**src/rtl/mac_seq.sv**
```systemverilog
// Sequencer for an external multiply-accumulate unit: clears the accumulator, streams len operand pairs, returns the sum.
// Optional macro MAC_SEQ_ABORT_EN adds an abort input that cancels a job in CLEAR, RUN or DRAIN.
module mac_seq #(
    parameter int unsigned IN_WIDTH  = 8,
    parameter int unsigned OUT_WIDTH = 20,
    parameter int unsigned LEN_WIDTH = 8
) (
    input  logic                 CLK,
    input  logic                 rst,
`ifdef MAC_SEQ_ABORT_EN
    input  logic                 abort,
`endif
    input  logic                 start,
    input  logic [LEN_WIDTH-1:0] len,
    output logic                 busy,
    input  logic                 a_valid,
    output logic                 a_ready,
    input  logic [IN_WIDTH-1:0]  a_data,
    input  logic [IN_WIDTH-1:0]  b_data,
    output logic                 mac_clr,
    output logic                 mac_en,
    output logic [IN_WIDTH-1:0]  mac_in_1,
    output logic [IN_WIDTH-1:0]  mac_in_2,
    input  logic [OUT_WIDTH-1:0] mac_acc,
    output logic                 res_valid,
    input  logic                 res_ready,
    output logic [OUT_WIDTH-1:0] res_data
);

    typedef enum logic [2:0] {
        IDLE  = 3'd0,
        CLEAR = 3'd1,
        RUN   = 3'd2,
        DRAIN = 3'd3,
        DONE  = 3'd4
    } state_e;

    state_e                 state_q, state_d;
    logic [LEN_WIDTH-1:0]   cnt_q, cnt_d;
    logic [OUT_WIDTH-1:0]   res_q, res_d;
    logic                   abort_w;

`ifdef MAC_SEQ_ABORT_EN
    assign abort_w = abort;
`else
    assign abort_w = 1'b0;
`endif

    // State, remaining-count and result registers
    always_ff @(posedge CLK) begin
        if (!rst) begin
            state_q <= IDLE;
            cnt_q   <= '0;
            res_q   <= '0;
        end else begin
            state_q <= state_d;
            cnt_q   <= cnt_d;
            res_q   <= res_d;
        end
    end

    // Next-state and MAC-side controls
    always_comb begin
        state_d  = state_q;
        cnt_d    = cnt_q;
        res_d    = res_q;
        a_ready  = 1'b0;
        mac_en   = 1'b0;
        mac_clr  = 1'b0;
        mac_in_1 = '0;
        mac_in_2 = '0;

        case (state_q)
            IDLE: begin
                if (start) begin
                    cnt_d   = len;
                    state_d = CLEAR;
                end
            end
            CLEAR: begin
                mac_clr = 1'b1;
                state_d = (cnt_q != '0) ? RUN : DRAIN;
            end
            RUN: begin
                a_ready  = 1'b1;
                mac_en   = a_valid;
                mac_in_1 = a_data;
                mac_in_2 = b_data;
                if (a_valid) begin
                    cnt_d = cnt_q - LEN_WIDTH'(1);
                    if (cnt_q == LEN_WIDTH'(1)) begin
                        state_d = DRAIN;
                    end
                end
            end
            DRAIN: begin
                // Accumulator already holds the last product here
                res_d   = mac_acc;
                state_d = DONE;
            end
            DONE: begin
                if (res_ready) begin
                    state_d = IDLE;
                end
            end
            default: begin
                state_d = IDLE;
            end
        endcase

        if (abort_w && (state_q == CLEAR || state_q == RUN || state_q == DRAIN)) begin
            state_d = IDLE;
            cnt_d   = '0;
            res_d   = res_q;
            a_ready = 1'b0;
            mac_en  = 1'b0;
        end
    end

    assign busy      = (state_q != IDLE);
    assign res_valid = (state_q == DONE);
    assign res_data  = res_q;

endmodule

```
**config.mk**
```make
export PLATFORM = sky130hd
export DESIGN_NAME = mac_seq
export DESIGN_NICKNAME = d
export VERILOG_FILES = /design/src/rtl/mac_seq.sv
export SDC_FILE = /design/constraint.sdc
export NUM_CORES = 1
export LEC_CHECK = 0
export BUFFER_PORTS_ARGS = -buffer_cell sky130_fd_sc_hd__buf_2
export CAP_MARGIN = 20
export CORE_MARGIN = 2
export CORE_UTILIZATION = 42
export CTS_CLUSTER_DIAMETER = 200
export DETAILED_ROUTE_END_ITERATION = 12
export PLACE_DENSITY = 0.89
export RECOVER_POWER = 50
export SYNTH_ARGS = -nofsm -noshare
export SYNTH_HDL_FRONTEND = slang
export SYNTH_SLANG_ARGS = --single-unit
```
**constraint.sdc**
```tcl
create_clock -name CLK -period 2 [get_ports CLK]
set_clock_uncertainty 0.1 [all_clocks]
set_input_delay 0.3 -clock CLK [delete_from_list [all_inputs] [get_ports CLK]]
set_output_delay 0.3 -clock CLK [all_outputs]
set_load 0.1 [all_outputs]
```
==> flow_summary.json, run 1 <==
{
  "status": "completed",
  "clockRootBuffer": "clkbuf_4",
  "clkTransAtPathRegs_ns": 0.10,
  "drt-total-wl_mm": 4.12,
  "fin_setup_tns_ns": 0,
  "maxCapViolCount": 0,
  "ys.flop_type": "dfxtp_1",
  "ant_nets": 0,
  "combPwrFrac_pct": 56.6,
  "yosysSeqAreaShare_pct": 42.2,
  "grt_max_degree": 22,
  "hold_viol_final": 0,
  "area_delta_synth_final_pct": 60.6,
  "max_freq_ghz": 0.504,
  "post_synth_inst_count": 189,
  "synth_area_leaders": "dfxtp_1 (42%), nand2_1 (12%), a21oi_1 (9.5%)",
  "dp_hpwl_mm": 3.17,
  "place_area_um2": 2290,
  "synthesis.nets": 241,
  "finalMaxSlewViolations": 0,
  "worstSetupPathType": "flip-flop to output pin",
  "post-place-cells": 318,
  "relSlewSlack_pct": 40.8,
  "wire_per_inst_um": 12.6,
  "initial_core_util_pct": 44.0,
  "worst_path_max_delay_cell": "or3b_4",
  "layout_common_cells": "buf_2 (65), nand2_1 (46), dfxtp_1 (31)",
  "syn_area_um2": 1470,
  "dieArea_um2": 3990,
  "cts_setup_buffers": 0,
  "cp-start-kind": "flip-flop",
  "remaining_drc_errors": 0,
  "nNetsFinal": 332,
  "die_height_um": 63.1,
  "gp_congestion": 0.864,
  "final_cell_area_um2": 2360,
  "diodes": 0,
  "critPathCaptureType": "output pin",
  "period_minus_slack_ns": 1.99,
  "synth_edf_count": 0,
  "die_w_um": 63.1,
  "hold_buffers": 0,
  "grt_pass1_wl_mm": 6.83,
  "p_leak_nw": 1.05,
  "via_count": 1630,
  "grt.overflow.total": 0,
  "fin_crit_sh_pct": 99.3,
  "final_cells": 326,
  "io_pins": 90,
  "yosysTopAreaCell": "dfxtp_1",
  "first_global_vias": 1505,
  "tightestPinTransition_ns": 0.888,
  "hold_class": "input pin to flip-flop",
  "power_density_nw_per_um2": 1070,
  "cpPeakStageDelay_ns": 0.44,
  "switching_power_mw": 1.20,
  "setup_viol": 0,
  "via_per_inst": 5.00,
  "track_usage_pct": 21.7,
  "fill_cells": 254,
  "required_ns": 1.60,
  "cp_cell_sequence": "or3b_4 -> inv_6 -> and2_4 -> buf_12",
  "antenna_found_initial": 0,
  "drive_above_1_share_pct": 46.1,
  "arrival_ns": 1.59,
  "finalHoldWorstSlack_ns": 0.101,
  "internal_power_mw": 1.32,
  "switching_share_pct": 47.6,
  "sequentialPowerShare_pct": 28.9,
  "ys_warn_count": 0,
  "clock_latency_ns": 0.33,
  "yosys_register_bits": 31,
  "synth.distinct_cells": 37,
  "htreeDepth": 2,
  "io_buffers": 89,
  "row_count": 21,
  "rsz0062_at_grt": "yes",
  "peakVddDrop_mv": 0.484,
  "core_area_um2": 3340,
  "first_pass_iters": 4,
  "cts-buffers-inserted": 5,
  "drtIter0Drc": 95,
  "synthArstFlopShare_pct": 0,
  "cts.sink_count": 31,
  "clockPowerShare_pct": 14.5,
  "final_common_cell": "buf_2",
  "synth_area_per_cell_um2": 7.77,
  "cp_max_fo": 13,
  "cts_buffer_depth": 2,
  "cts_tree": "built",
  "netlist.area_leader.share_pct": 42.2
}
## timing repair
item,4_1_cts,5_1_grt
gates resized for setup,4,2
endpoints found under the setup margin,17,19
endpoints found under the hold margin,0,0
gates cloned,1,0
## logic make-up after synthesis
logic type                 after synthesis  synth area share (%)
DFF                                     31                  42.2
adders and majority gates                3                  2.56
buffers and inverters                   17                  5.45
and+or+nand+nor                         90                  30.2
xor gates and xnor gates                 1                 0.596
muxes                                    1                 0.767
AOI/OAI and AO/OA                       46                  18.1
## power groups by stage
| stage | logic, mW | registers [mW] | clock network (mW) |
|---|---|---|---|
| floorplan | 0.930 | 0.854 | 0 |
| global placement | 1.38 | 0.737 | 0 |
| detailed placement | 1.41 | 0.741 | 0 |
| CTS | 1.43 | 0.728 | 0.378 |
| global route | 1.51 | 0.740 | 0.402 |
| finish | 1.43 | 0.730 | 0.366 |
## registers in the layout, summed over array words and instances (netlist names)
| name | cells |
|---|---|
| state_q | 3 |
| cnt_q | 8 |
| res_data | 20 |
## stage by stage
| step | utilization [%] | power (mW) | worst slack [ns] |
|---|---|---|---|
| 2_1_floorplan | - | 1.78 | -0.140 |
| 3_3_place_gp | 68.7 | 2.12 | 0.174 |
| 3_5_place_dp | 68.7 | 2.15 | 0.0504 |
| 4_1_cts | 70.8 | 2.54 | -0.00375 |
| 5_1_grt | 70.7 | 2.65 | -0.0479 |
| 6_report | 70.7 | 2.53 | 0.0142 |
## path summary, 6_finish.rpt
kind	cells past startpoint	startpoint	slack (ns)	to
hold / removal	3	mac_acc[4]	0.10	res_data[4]
hold reg to reg	2	res_data[9]	0.36	res_data[9]
setup reg to reg	6	cnt_q[0]	0.13	cnt_q[6]
setup / recovery	4	state_q[1]	0.01	mac_in_1[1]
## synthesized netlist by cell type (2+ instances only)
master,number
inv_1,2
nor2_1,7
a31oi_1,3
nor3_1,5
o22ai_1,2
a211oi_1,2
nand2_1,46
clkbuf_1,7
o21ai_0,3
o221a_2,2
a21oi_1,28
nor3b_1,4
dfxtp_1,31
ha_1,3
buf_2,3
o211ai_1,2
and2_1,18
o21a_1,2
## worst max-delay path, delay by kind of cell (launching register included)
kind | cells | cell delay, ns
simple gates | 2 | 0.61
flops | 1 | 0.34
buf+inv | 2 | 0.30
## area by class of cell
| cell class | instances | area (µm²) | share of cell area, % |
|---|---|---|---|
| Multi-Input combinational cell | 141 | 835 | 35.4 |
| Timing Repair Buffer | 96 | 761 | 32.3 |
| Sequential cell | 31 | 621 | 26.3 |
| Tap cell | 46 | 57.6 | 2.44 |
| Clock buffer | 6 | 51.3 | 2.18 |
| Inverter | 4 | 20.0 | 0.849 |
| Timing Repair inverter | 1 | 8.76 | 0.371 |
| Clock inverter | 1 | 5.00 | 0.212 |
## routing by layer
metal	GRT usage [%]	up-vias	part of all wire, %
met5	0	-	0
met4	9.44	0	1.8
met3	6.43	8	7.6
met2	39.0	71	50
met1	23.4	734	40
li1	-	817	-
Note: power is estimated with default switching activity, not from simulation.
==> inputs of run 2 (changes only) <==
ABC_AREA = 1   (was unset)
CORE_UTILIZATION = 44   (was 42)
PLACE_DENSITY = 0.91   (was 0.89)
==> flow_summary.json, run 2 <==
{
  "fin_crit_sh_pct": 94.7,
  "post_synth_inst_count": 251,
  "fin_setup_tns_ns": 0,
  "arrival_ns": 1.49,
  "initial_core_util_pct": 46.8,
  "required_ns": 1.60,
  "rsz0062_at_grt": "yes",
  "track_usage_pct": 22.8,
  "yosysSeqAreaShare_pct": 38.8,
  "finalMaxSlewViolations": 0,
  "clkTransAtPathRegs_ns": 0.09,
  "synth-simple-area-share_pct": 33.0,
  "cts-buffers-inserted": 5,
  "synth.distinct_cells": 25,
  "die_w_um": 64.3,
  "tightestPinTransition_ns": 0.659,
  "io_pins": 90,
  "place_area_um2": 2440,
  "synthTopCellsByCount": "nor2_1 (72), inv_1 (38), nand2_1 (35)",
  "synthArstFlopShare_pct": 0,
  "cp-start-kind": "flip-flop",
  "p_leak_nw": 1.36,
  "critPathCaptureType": "output pin",
  "remaining_drc_errors": 0,
  "fin_util_pct": 74.1,
  "io_buffers": 89,
  "setup_viol": 0,
  "clock_latency_ns": 0.32,
  "syn_area_um2": 1600,
  "synthXorXnorAreaFrac_pct": 0.547,
  "layout_common_cells": "buf_2 (70), nor2_1 (60), inv_1 (37)",
  "hold_buffers": 0,
  "grt_pass1_wl_mm": 7.44,
  "die_height_um": 64.3,
  "grt_max_degree": 27,
  "nNetsFinal": 395,
  "synthesis.nets": 303,
  "ant_nets": 0,
  "cts.sink_count": 31,
  "synth_edf_count": 0,
  "gp_congestion": 0.891,
  "dp_hpwl_mm": 3.51,
  "synth_top_family_by_area": "simple AND/OR/NAND/NOR gates",
  "row_count": 21,
  "first_global_vias": 1807,
  "largest_reg_flops": 20,
  "power_density_nw_per_um2": 1540,
  "antenna_found_initial": 0,
  "cts_buffer_depth": 2,
  "synth_area_leaders": "dfxtp_1 (39%), nor2_1 (17%), inv_1 (8.9%)",
  "register_area_um2": 622,
  "worstSetupPathType": "flip-flop to output pin",
  "via_count": 1862,
  "maxCapViolCount": 0,
  "multi_input_area_um2": 877,
  "hold_class": "input pin to flip-flop",
  "fill_cells": 253,
  "first_pass_iters": 4,
  "diodes": 0,
  "dieArea_um2": 4140,
  "clockRootBuffer": "clkbuf_4",
  "hold_viol_final": 0,
  "synth_fa_ha_area_share_pct": 2.35,
  "grt.overflow.total": 0,
  "ys.flop_type": "dfxtp_1",
  "synth_mux_area_share_pct": 0,
  "wire_per_inst_um": 11.8,
  "relSlewSlack_pct": 56.0,
  "drive_above_1_share_pct": 36.0,
  "final_common_cell": "buf_2",
  "drt-total-wl_mm": 4.60,
  "cts_tree": "built",
  "yosysTopAreaCell": "dfxtp_1",
  "final_cell_area_um2": 2530,
  "core_area_um2": 3420,
  "netlist.area_leader.share_pct": 38.8,
  "drtIter0Drc": 77,
  "yosys_register_bits": 31,
  "final_cells": 390,
  "cp_max_fo": 8,
  "area_delta_synth_final_pct": 58.2,
  "synth-compound-area-share_pct": 12.8,
  "htreeDepth": 2,
  "status": "completed",
  "via_per_inst": 4.77,
  "period_minus_slack_ns": 1.89,
  "ys_warn_count": 0,
  "peakVddDrop_mv": 0.834,
  "post-synth-top-count-cell": "nor2_1",
  "post-place-cells": 380,
  "max_freq_ghz": 0.528,
  "synth_area_per_cell_um2": 6.38
}
run 2: cell count changes in the layout (fill, tap and decap cells not counted), sizes merged, moves of 7 or more:
cell	change
o21ai	+24
and2	-19
nand2	-11
a21oi	-18
nand3	+9
nor2	+66
clkbuf	-7
buf	+7
inv	+36
run 2: final timing paths:
kind | from | endpoint | slack (ns) | depth (start not counted)
hold / removal | mac_acc[4] | res_data[4] | 0.1 | 3
hold reg to reg | res_data[4] | res_data[4] | 0.40 | 2
setup reg to reg | state_q[2] | cnt_q[3] | 0.36 | 9
setup / recovery | state_q[2] | mac_in_2[7] | 0.11 | 5
run 2: report_power, final:
| part | leakage [nW] | internal [mW] | switching (mW) |
|---|---|---|---|
| Combinational | 1.08 | 0.755 | 1.92 |
| Sequential | 0.253 | 0.765 | 0.127 |
| Clock | 0.0293 | 0.137 | 0.205 |
| Total | 1.36 | 1.66 | 2.25 |
run 2: area by class of cell:
type / count / share of cell area [%]
tap: 46 / 2.27
sequential: 31 / 24.6
clock buffer: 7 / 1.78
multi-input combinational: 170 / 34.6
timing repair buffer: 95 / 30.6
clock inverter: 1 / 0.198
inverter: 40 / 5.93
run 2: timing repair:
item                       in CTS  in global routing
pin swaps                       1                  0
setup endpoints to repair      18                 11
resized for setup               1                  5
buffers inserted                2                  0
run 2: routing by layer:
layer | GRT usage, % | vias to the layer above | part of all wire, %
met3 | 6.34 | 0 | 6.9
met1 | 23.3 | 836 | 40
li1 | - | 952 | -
met2 | 44.8 | 74 | 53
met5 | 0 | - | 0
met4 | 6.12 | 0 | 0
run 2: critical path, cell delays in order (launching register included):
cell     delay, ns
dfxtp_1       0.37
inv_2         0.14
nand3_4       0.11
buf_12        0.15
nor2_1        0.20
buf_12        0.21
run 2: logic make-up (layout without fill, tap and decap cells):
group	count (synthesis)	count (layout)
AOI/OAI and AO/OA	40	40
xor gates and xnor gates	1	1
adders and majority gates	3	3
buffers and inverters	50	143
DFF	31	31
and+or+nand+nor	126	126
run 2: stage by stage:
step / total power, mW / worst slack, ns / hold slack [ns]
after CTS: 3.90 / 0.0193 / 0.0820
after global routing: 4.12 / -0.00237 / 0.0885
after detailed placement: 3.50 / 0.132 / 0.377
final: 3.91 / 0.106 / 0.0973
after floorplan: 2.83 / -0.377 / 0.335
after global placement: 3.42 / 0.174 / 0.367
